[src/rtl/dnn_result_collector_if.sv]
// Result-collector bus: dnn_top result strobes in, buffered result stream
// and error/status out.
//   slave  : collector side (consumes out0/out1 strobes, produces res_* stream)
//   master : environment side (dnn_top plus downstream consumer)
// Signals:
//   out0/out0_ready, out1/out1_ready : results and single-cycle valid strobes
//   res_valid/res_ready              : downstream handshake
//   res_out0/res_out1/res_class      : FIFO head pair and its argmax
//   fifo_count                       : stored pairs
//   err_clr/err_overrun/err_drop/drop_cnt : error status and clear
interface dnn_result_collector_if #(
    parameter int unsigned DATA_W = 19,
    parameter int unsigned DEPTH  = 4,
    parameter int unsigned CNT_W  = 8
);
    localparam int unsigned CW = $clog2(DEPTH) + 1;

    logic [DATA_W-1:0] out0;
    logic              out0_ready;
    logic [DATA_W-1:0] out1;
    logic              out1_ready;
    logic              res_valid;
    logic              res_ready;
    logic [DATA_W-1:0] res_out0;
    logic [DATA_W-1:0] res_out1;
    logic              res_class;
    logic [CW-1:0]     fifo_count;
    logic              err_clr;
    logic              err_overrun;
    logic              err_drop;
    logic [CNT_W-1:0]  drop_cnt;

    modport slave (
        input  out0, out0_ready, out1, out1_ready, res_ready, err_clr,
        output res_valid, res_out0, res_out1, res_class, fifo_count,
               err_overrun, err_drop, drop_cnt
    );

    modport master (
        output out0, out0_ready, out1, out1_ready, res_ready, err_clr,
        input  res_valid, res_out0, res_out1, res_class, fifo_count,
               err_overrun, err_drop, drop_cnt
    );
endinterface

[src/rtl/dnn_result_collector.sv]
// dnn_result_collector: sink for the dnn_top result strobes. Pairs out0/out1
// of one inference (strobes may arrive in different cycles), classifies the
// pair (res_class = out1 > out0, signed), buffers pairs in a DEPTH-entry FIFO
// and streams them out over res_valid/res_ready. Flags re-strobe overruns and
// pairs dropped on a full FIFO.
// Ports:
//   clk, rst_n : clock, async active-low reset (synchronously released)
//   bus_io     : dnn_result_collector_if.slave (see interface for signals)
// Build option:
//   DNN_COLLECT_RELU_EN : clamp negative captured values to 0 at hold load.
module dnn_result_collector #(
    parameter int unsigned DATA_W = 19,
    parameter int unsigned DEPTH  = 4,
    parameter int unsigned CNT_W  = 8
) (
    input  logic                  clk,
    input  logic                  rst_n,
    dnn_result_collector_if.slave bus_io
);
    localparam int unsigned AW = $clog2(DEPTH);
    localparam int unsigned PW = AW + 1;

    typedef logic [DATA_W-1:0] data_t;
    typedef struct packed {
        data_t r0;
        data_t r1;
        logic  cls;
    } entry_t;

    function automatic data_t clamp(data_t x);
`ifdef DNN_COLLECT_RELU_EN
        return x[DATA_W-1] ? '0 : x;
`else
        return x;
`endif
    endfunction

    // Hold registers and their "half available" flags
    data_t h0_q, h0_d, h1_q, h1_d;
    logic  f0_q, f0_d, f1_q, f1_d;

    entry_t            mem_q [DEPTH];
    logic [PW-1:0]     wr_q, wr_d, rd_q, rd_d;
    logic              ovr_q, ovr_d, drop_q, drop_d;
    logic [CNT_W-1:0]  cnt_q, cnt_d;

    data_t  c0, c1, p0, p1;
    logic   avail0, avail1, complete, overrun;
    logic   empty, full, pop, wr_en, drop;
    entry_t head;

    always_comb begin
        c0 = clamp(bus_io.out0);
        c1 = clamp(bus_io.out1);

        // A half is available if strobed now or already held
        avail0   = bus_io.out0_ready | f0_q;
        avail1   = bus_io.out1_ready | f1_q;
        complete = avail0 & avail1;
        // Re-strobe of a held half with no partner: overwrite and flag
        overrun  = (bus_io.out0_ready & f0_q & ~avail1) |
                   (bus_io.out1_ready & f1_q & ~avail0);

        // This cycle's strobe takes precedence over the held value
        p0 = bus_io.out0_ready ? c0 : h0_q;
        p1 = bus_io.out1_ready ? c1 : h1_q;

        h0_d = p0;
        h1_d = p1;
        f0_d = complete ? 1'b0 : avail0;
        f1_d = complete ? 1'b0 : avail1;

        empty = (wr_q == rd_q);
        full  = (wr_q[AW] != rd_q[AW]) && (wr_q[AW-1:0] == rd_q[AW-1:0]);
        pop   = ~empty & bus_io.res_ready;
        // A full FIFO still accepts a push when the head leaves in the same cycle
        wr_en = complete & (~full | pop);
        drop  = complete & full & ~pop;

        wr_d = wr_q + PW'(wr_en);
        rd_d = rd_q + PW'(pop);

        // Clear wins; a same-cycle error event is lost
        ovr_d  = bus_io.err_clr ? 1'b0 : (ovr_q | overrun);
        drop_d = bus_io.err_clr ? 1'b0 : (drop_q | drop);
        cnt_d  = cnt_q;
        if (bus_io.err_clr) begin
            cnt_d = '0;
        end else if (drop && (cnt_q != {CNT_W{1'b1}})) begin
            cnt_d = cnt_q + CNT_W'(1);
        end
    end

    always_ff @(posedge clk or negedge rst_n) begin
        if (!rst_n) begin
            h0_q   <= '0;
            h1_q   <= '0;
            f0_q   <= 1'b0;
            f1_q   <= 1'b0;
            wr_q   <= '0;
            rd_q   <= '0;
            ovr_q  <= 1'b0;
            drop_q <= 1'b0;
            cnt_q  <= '0;
            for (int i = 0; i < DEPTH; i++) begin
                mem_q[i] <= '0;
            end
        end else begin
            h0_q   <= h0_d;
            h1_q   <= h1_d;
            f0_q   <= f0_d;
            f1_q   <= f1_d;
            wr_q   <= wr_d;
            rd_q   <= rd_d;
            ovr_q  <= ovr_d;
            drop_q <= drop_d;
            cnt_q  <= cnt_d;
            if (wr_en) begin
                mem_q[wr_q[AW-1:0]] <= '{r0: p0, r1: p1, cls: ($signed(p1) > $signed(p0))};
            end
        end
    end

    // Head is forced to 0 while empty so stale popped entries never show
    always_comb begin
        head                = empty ? '0 : mem_q[rd_q[AW-1:0]];
        bus_io.res_valid    = ~empty;
        bus_io.res_out0     = head.r0;
        bus_io.res_out1     = head.r1;
        bus_io.res_class    = head.cls;
        bus_io.fifo_count   = wr_q - rd_q;
        bus_io.err_overrun  = ovr_q;
        bus_io.err_drop     = drop_q;
        bus_io.drop_cnt     = cnt_q;
    end
endmodule

[src/flat_wrapper.sv]
// flat-port wrapper written by rule: the top's interface ports become plain ports
module dnn_result_collector_flat 
#(
    parameter int unsigned DATA_W = 19,
    parameter int unsigned DEPTH  = 4,
    parameter int unsigned CNT_W  = 8
)
  (clk, rst_n, bus_io_out0, bus_io_out0_ready, bus_io_out1, bus_io_out1_ready, bus_io_res_ready, bus_io_err_clr, bus_io_res_valid, bus_io_res_out0, bus_io_res_out1, bus_io_res_class, bus_io_fifo_count, bus_io_err_overrun, bus_io_err_drop, bus_io_drop_cnt);
  dnn_result_collector_if #(.DATA_W(DATA_W), .DEPTH(DEPTH), .CNT_W(CNT_W)) bus_io_i ();
  input  logic clk;
  input  logic rst_n;
  input wire logic [$bits(bus_io_i.out0)-1:0] bus_io_out0;
  input wire logic [$bits(bus_io_i.out0_ready)-1:0] bus_io_out0_ready;
  input wire logic [$bits(bus_io_i.out1)-1:0] bus_io_out1;
  input wire logic [$bits(bus_io_i.out1_ready)-1:0] bus_io_out1_ready;
  input wire logic [$bits(bus_io_i.res_ready)-1:0] bus_io_res_ready;
  input wire logic [$bits(bus_io_i.err_clr)-1:0] bus_io_err_clr;
  output wire logic [$bits(bus_io_i.res_valid)-1:0] bus_io_res_valid;
  output wire logic [$bits(bus_io_i.res_out0)-1:0] bus_io_res_out0;
  output wire logic [$bits(bus_io_i.res_out1)-1:0] bus_io_res_out1;
  output wire logic [$bits(bus_io_i.res_class)-1:0] bus_io_res_class;
  output wire logic [$bits(bus_io_i.fifo_count)-1:0] bus_io_fifo_count;
  output wire logic [$bits(bus_io_i.err_overrun)-1:0] bus_io_err_overrun;
  output wire logic [$bits(bus_io_i.err_drop)-1:0] bus_io_err_drop;
  output wire logic [$bits(bus_io_i.drop_cnt)-1:0] bus_io_drop_cnt;
  assign bus_io_i.out0 = bus_io_out0;
  assign bus_io_i.out0_ready = bus_io_out0_ready;
  assign bus_io_i.out1 = bus_io_out1;
  assign bus_io_i.out1_ready = bus_io_out1_ready;
  assign bus_io_i.res_ready = bus_io_res_ready;
  assign bus_io_i.err_clr = bus_io_err_clr;
  assign bus_io_res_valid = bus_io_i.res_valid;
  assign bus_io_res_out0 = bus_io_i.res_out0;
  assign bus_io_res_out1 = bus_io_i.res_out1;
  assign bus_io_res_class = bus_io_i.res_class;
  assign bus_io_fifo_count = bus_io_i.fifo_count;
  assign bus_io_err_overrun = bus_io_i.err_overrun;
  assign bus_io_err_drop = bus_io_i.err_drop;
  assign bus_io_drop_cnt = bus_io_i.drop_cnt;
  dnn_result_collector #(.DATA_W(DATA_W), .DEPTH(DEPTH), .CNT_W(CNT_W)) u_core (.clk(clk), .rst_n(rst_n), .bus_io(bus_io_i));
endmodule
[config.mk]
export PLATFORM = sky130hd
export DESIGN_NAME = dnn_result_collector_flat
export DESIGN_NICKNAME = d
export VERILOG_FILES = /design/src/rtl/dnn_result_collector_if.sv /design/src/rtl/dnn_result_collector.sv /design/src/flat_wrapper.sv
export SDC_FILE = /design/constraint.sdc
export NUM_CORES = 1
export LEC_CHECK = 0
export CORE_ASPECT_RATIO = 1.1
export CORE_MARGIN = 2
export CORE_UTILIZATION = 50
export CTS_BUF_LIST = sky130_fd_sc_hd__clkbuf_8
export DETAILED_ROUTE_END_ITERATION = 8
export PLACE_DENSITY_LB_ADDON = 0.08
export REMOVE_ABC_BUFFERS = 1
export SETUP_SLACK_MARGIN = 0.15
export SYNTH_ARGS = -nofsm -noshare
export SYNTH_HDL_FRONTEND = slang
export SYNTH_SLANG_ARGS = --single-unit
[constraint.sdc]
create_clock -name clk -period 2.4 [get_ports clk]
set_clock_uncertainty 0.15 [all_clocks]
set_input_delay 0.36 -clock clk [delete_from_list [all_inputs] [get_ports clk]]
set_output_delay 0.36 -clock clk [all_outputs]
set_load 0.02 [all_outputs]
==> results.toml, run 1 <==
[status]
status = "complete, but fails checks"
failed_checks = "negative setup slack"

[floorplan]
fp.dieW_um = 136
die-area_sq_um = 20100
initial_core_util_pct = 51.3
die_y_um = 149
io_pins = 97
rows = 52
core-area_sq_um = 18500

[power]
power_density_nw_per_um2 = 1400
peakVddDrop_mv = 0.933
combPwrFrac_pct = 53.6
power_uw = 20000
internal_power_uw = 12400
swShare_pct = 37.9
p_leak_uw = 0.00664
pwr-share-clk_pct = 17.8
switchingPower_uw = 7570
seq_power_share_pct = 28.6

[critical_path]
cp.arrival_ns = 2.12
endpoint_kind = "primary output"
path_delay_family = "buffers and inverters"
cpPeakStageDelay_ns = 0.49
worstPathMaxFanout = 5
slowest_stage = "mux4_2"
crit_chain = "buf_8 > buf_12 > buf_16 > mux4_2 > nor2b_1 > buf_2"
worst-path-buf-inv = 4
critPathLaunchType = "flip-flop"
crit_type = "flip-flop to primary output"
required_ns = 1.89

[sta]
layout_setup_ws_ns = -0.233
period_needed_ns = 2.63
worst_pin_slew_ns = 0.944
slew_violations = 0
rsz0062_at_grt = "yes"
final_hold_viol_count = 0
max_freq_mhz = 380
slew-limit-headroom_pct = 36.8
finalSetupViolCount = 191
fin_crit_sh_pct = 110

[detailed_routing]
ant_nets = 0
drc_errors = 0
via_per_inst = 5.89
finalWirelength_um = 32400
wire_per_inst_um = 23.5
drt-pass1-iter-count = 5
drt_iter0_drc = 726
num_vias = 8122

[clock_tree]
clk_pin_slew_worst_paths_ns = 0.06
cts_tree = "done"
cts-root-buf = "clkbuf_8"
numCtsBuffers = 37
clock_sink_count = 212
clk_latency_ns = 0.53
clockBufferDepth = 3
cts_max_level = 2

[final_layout]
area_growth_pct = 49.9
insertedDiodeCount = 0
nNetsFinal = 1179
post-route-util_pct = 76.9
drive_gt1_share_pct = 36.7

[grt]
gr-total-overflow = 0
grt_max_degree = 63
track_usage_pct = 29.0
grt_pass1_vias = 8017
grt_pass1_wl_um = 44100
antenna_found_initial = 0

[run]
cap_violations = 0

[placed_design]
gp_congestion = 0.818
io_buffer_count = 96
dpl.hpwl_um = 16000

[logic_synthesis]
ys_ff_latch = 212
avgSynthCellArea_sq_um = 11.2
syn-cell-area_sq_um = 9510
synthFlopType = "dfrtp_1"
synthArstFlopShare_pct = 100
synth_cell_types = 41
synth_cells = 848
yosys_warnings = 0
synth_edf_count = 0
ys_seq_area_share_pct = 55.8

[worst_hold_path]
hold_class = "input pin to asynchronous set/reset pin"
==> layer usage <==
layer / up-vias / GRT usage, % / routed length [um]
met2: 428 / 48.6 / 16300
met3: 104 / 6.51 / 2330
met4: 0 / 9.38 / 1410
li1: 3466 / - / -
met5: - / 0 / 0
met1: 4124 / 37.8 / 12400
==> final timing paths <==
path                                    from                   to  slack [ns]  depth (start not counted)
setup / recovery              u_core.rd_q[0]  bus_io_res_out1[13]       -0.23                          6
hold / removal                         rst_n     u_core.mem_q[89]        0.18                          2
setup reg to reg              u_core.rd_q[0]     u_core.mem_q[55]       -0.22                         12
hold reg to reg             u_core.mem_q[40]     u_core.mem_q[40]        0.33                          2
max in group asynchronous              rst_n     u_core.mem_q[80]        1.24                          3
min in group clk           bus_io_out1_ready          u_core.f0_q        0.19                          4
==> state kept, by name, summed over array words and instances (netlist names) <==
name / count
u_core.bus_io.drop_cnt: 8
u_core.bus_io.err_drop: 1
u_core.bus_io.err_overrun: 1
u_core.f0_q: 1
u_core.f1_q: 1
u_core.h0_q: 19
u_core.h1_q: 19
u_core.mem_q: 156
u_core.rd_q: 3
u_core.wr_q: 3
==> area by class of cell <==
| class | count | area (sq um) |
|---|---|---|
| Tap cell | 243 | 304 |
| Fill cell | 1124 | 4280 |
| Timing Repair Buffer | 272 | 3300 |
| Inverter | 47 | 179 |
| Sequential cell | 212 | 5310 |
| Clock inverter | 14 | 91.3 |
| Clock buffer | 52 | 716 |
| Multi-Input combinational cell | 538 | 4360 |
==> cells by family after synthesis <==
logic type | after synthesis | share of synthesized area [%]
buf+inv | 99 | 4.64
mux | 77 | 13.2
fa+ha+maj | 27 | 3.63
flops | 212 | 55.8
compound gates | 182 | 10.3
xor+xnor | 12 | 1.18
simple gates | 239 | 11.3
==> synth_stat cells, drive strengths merged (2+ instances only) <==
cell type / number / area share [%]
dfrtp: 212 / 56
nand2: 121 / 4.8
o21ai: 116 / 6.1
nor2: 51 / 2.0
a21oi: 47 / 2.6
inv: 47 / 1.9
nor2b: 41 / 2.7
mux4: 39 / 9.2
mux2i: 38 / 4.0
buf: 29 / 1.9
ha: 26 / 3.4
clkbuf: 23 / 0.91
xnor2: 9 / 0.83
nand3: 7 / 0.37
nand4: 5 / 0.33
nor4: 4 / 0.26
o21a: 4 / 0.32
o31ai: 4 / 0.37
and3: 3 / 0.20
nor3: 3 / 0.16
xor2: 3 / 0.36
a21o: 2 / 0.16
o22ai: 2 / 0.13
==> timing repair <==
action,4_1_cts,5_1_grt
pin swaps,12,15
hold buffers,1,0
hold endpoints to repair,83,0
endpoints found under the setup margin,160,202
setup buffers,18,33
gates resized for setup,262,203
gates cloned,19,12
==> layout by cell type, fill, tap and decap left out, types with 28 or more instances in the layout <==
master / Yosys / layout
o21ai_1: 0 / 48
nand2_1: 121 / 114
clkbuf_8: 0 / 53
buf_12: 0 / 37
nor2b_1: 41 / 28
inv_1: 47 / 47
nor2_1: 51 / 50
o21ai_0: 116 / 49
dfrtp_1: 212 / 210
clkdlybuf4s50_1: 0 / 50
mux4_2: 39 / 39
a21oi_1: 44 / 41
buf_6: 4 / 41
buf_4: 5 / 92
==> per-stage QoR <==
stage	hold slack, ns	setup slack (ns)	setup TNS (ns)	instance area, sq um	instances
5_1_grt	0.183	-0.336	-30.97	14300	1378
3_3_place_gp	0.158	-0.656	-30.07	11400	1229
2_1_floorplan	-0.0856	-2.28	-385.41	9250	796
3_5_place_dp	0.167	-0.816	-32.97	11400	1229
4_1_cts	0.156	-0.252	-8.28	13100	1333
6_report	0.181	-0.233	-17.61	14300	1378
==> power by group through the flow <==
stage	registers, uW	clock network (uW)	logic (uW)
final	5700	3550	10700
after global routing	5810	3750	11300
after CTS	5600	3540	9120
after detailed placement	5660	0	8300
after global placement	5530	0	8140
after floorplan	5700	0	4450
No activity file was read; power rests on OpenSTA's default activity.
==> run 2, diff against run 1 <==
--- a/config.mk
+++ b/config.mk
@@ -10,6 +10,7 @@
 export CORE_UTILIZATION = 50
 export CTS_BUF_LIST = sky130_fd_sc_hd__clkbuf_8
 export DETAILED_ROUTE_END_ITERATION = 8
+export DONT_BUFFER_PORTS = 1
 export PLACE_DENSITY_LB_ADDON = 0.08
 export REMOVE_ABC_BUFFERS = 1
 export SETUP_SLACK_MARGIN = 0.15
==> results.toml, run 2 (synthesized netlist as in run 1, its figures left out) <==
[status]
status = "complete, but fails checks"
failed_checks = "negative hold slack, negative setup slack"

[critical_path]
reg2reg_from = "u_core.rd_q[0]"
critPathLaunchType = "flip-flop"
reg2reg_to = "u_core.mem_q[116]"
r2r_cells = 9
r2r_slack_ns = -0.10
crit_type = "flip-flop to primary output"
required_ns = 1.89
worstPathMaxFanout = 10
endpoint_kind = "primary output"
cp.arrival_ns = 2.20

[detailed_routing]
drt-pass1-iter-count = 5
drc_errors = 0
wire_per_inst_um = 27.5
ant_nets = 0
via_per_inst = 6.13
finalWirelength_um = 36900
drt_iter0_drc = 906
num_vias = 8211

[floorplan]
die_y_um = 149
fp.dieW_um = 136
initial_core_util_pct = 51.3
rows = 52
core-area_sq_um = 18500
die-area_sq_um = 20100
io_pins = 97

[sta]
rsz0062_at_grt = "yes"
layout_setup_ws_ns = -0.305
fin_hold_ws_ns = -0.630
max_freq_mhz = 370
fin_crit_sh_pct = 113
slew_violations = 0
finalSetupViolCount = 51
worst_pin_slew_ns = 0.730
period_needed_ns = 2.71
final_hold_viol_count = 212
slew-limit-headroom_pct = 51.1

[placed_design]
gp_congestion = 0.771
pre_cts_ws_ns = -0.129
io_buffer_count = 0
dp.cells = 1131
dpl.hpwl_um = 13400

[power]
peakVddDrop_mv = 0.925
seq_power_share_pct = 28.2
combPwrFrac_pct = 56.1
power_uw = 20400
swShare_pct = 39.3
switchingPower_uw = 8000
p_leak_uw = 0.00652
power_density_nw_per_um2 = 1480
internal_power_uw = 12300
pwr-share-clk_pct = 15.7

[clock_tree]
clk_pin_slew_worst_paths_ns = 0.06
postCtsHoldBufs = 53
clock_sink_count = 212
cts_tree = "done"
cts_max_level = 2
cts-root-buf = "clkbuf_8"
numCtsBuffers = 37
clockBufferDepth = 3
clk_latency_ns = 0.54

[grt]
grt_pass1_vias = 7810
grt_max_degree = 213
antenna_found_initial = 0
gr-total-overflow = 0
track_usage_pct = 28.3
grt_pass1_wl_um = 42900

[worst_hold_path]
hold_class = "input pin to asynchronous set/reset pin"

[final_layout]
post-route-util_pct = 74.4
largest-register = "u_core.mem_q"
drive_gt1_share_pct = 33.3
stdcell_count = 1340
n_fill_cell = 1225
final_common_cell = "dfrtp_1"
area_growth_pct = 45.0
reg.largest.list = "u_core.mem_q x156, u_core.h0_q x19, u_core.h1_q x19"
nNetsFinal = 1143
insertedDiodeCount = 0
most-common-layout-cells = "dfrtp_1, nand2_1, buf_4"
largest_reg_flops = 156

[run]
cap_violations = 0
## run 2: cell count changes in the layout (fill, tap and decap cells not counted), moves of 13 or more
cell,change
clkdlybuf4s50_1,-50
dlygate4sd3_1,+50
buf_2,-17
clkbuf_16,+17
o21ai_0,-15
buf_12,-14
o21ai_1,+13
## run 2: layout make-up
type	instances	area, sq um	share of cell area, %
tap	243	304	2.20
timing repair buffer	236	3080	22.3
sequential	212	5310	38.5
clock inverter	19	80.1	0.581
inverter	47	176	1.28
clock buffer	45	619	4.49
multi-input combinational	538	4230	30.7
## run 2: what timing repair did
item | 4_1_cts | 5_1_grt
setup buffers | 12 | 26
pin swaps | 28 | 9
gates resized for setup | 99 | 136
hold endpoints to repair | 261 | 212
setup endpoints to repair | 55 | 202
cloned | 11 | 43
## run 2: how the worst max path moves through the flow
stage / startpoint / endpoint / slack (ns)
finish: u_core.rd_q[0] / bus_io_res_out0[5] / -0.31
global route: u_core.rd_q[0] / bus_io_res_out0[5] / -0.35
CTS: u_core.rd_q[0] / bus_io_res_out0[0] / -0.30
detailed placement: bus_io_out1_ready / u_core.mem_q[117] / -0.13
global placement: bus_io_out1_ready / u_core.mem_q[117] / -0.11
floorplan: u_core.rd_q[0] / u_core.mem_q[117] / -2.28
## run 2: power by group through the flow
| stage | clock network (uW) | logic (uW) | registers, uW |
|---|---|---|---|
| 5_1_grt | 3390 | 11900 | 5850 |
| 3_5_place_dp | 0 | 7300 | 5680 |
| 2_1_floorplan | 0 | 4450 | 5700 |
| 4_1_cts | 3190 | 8600 | 5660 |
| 3_3_place_gp | 0 | 7130 | 5550 |
| 6_report | 3200 | 11400 | 5750 |
## run 2: critical path: stages (launching register included)
cell and delay (ns):
dfrtp_2 0.44, buf_4 0.16, ha_4 0.24, and3_4 0.18
buf_12 0.15, clkbuf_16 0.17, nor2b_1 0.15, buf_4 0.16
## run 2: through the flow
stage                     area [sq um]  setup TNS [ns]  hold slack, ns
after CTS                        12300          -11.45          -0.645
after global routing             13800          -12.14          -0.642
after global placement           10400          -0.342         -0.0783
after floorplan                   9250         -385.41         -0.0856
after detailed placement         10400          -0.373         -0.0792
final                            13800          -10.21          -0.630
## run 2: per-layer routing
metal	track usage (%)	share of wire, %	routed length [um]
met1	36.3	36	13400
met4	11.7	6.7	2470
met3	5.32	10	3750
met5	0	0	0
met2	47.4	47	17300
==> run 3, diff against run 2 <==
--- a/config.mk
+++ b/config.mk
@@ -11,6 +11,7 @@
 export CTS_BUF_LIST = sky130_fd_sc_hd__clkbuf_8
 export DETAILED_ROUTE_END_ITERATION = 8
 export DONT_BUFFER_PORTS = 1
+export GPL_ROUTABILITY_DRIVEN = 0
 export PLACE_DENSITY_LB_ADDON = 0.08
 export REMOVE_ABC_BUFFERS = 1
 export SETUP_SLACK_MARGIN = 0.15
==> results of run 3 <==
No change in the layout: final DEF, timing and power equal those of run 2.
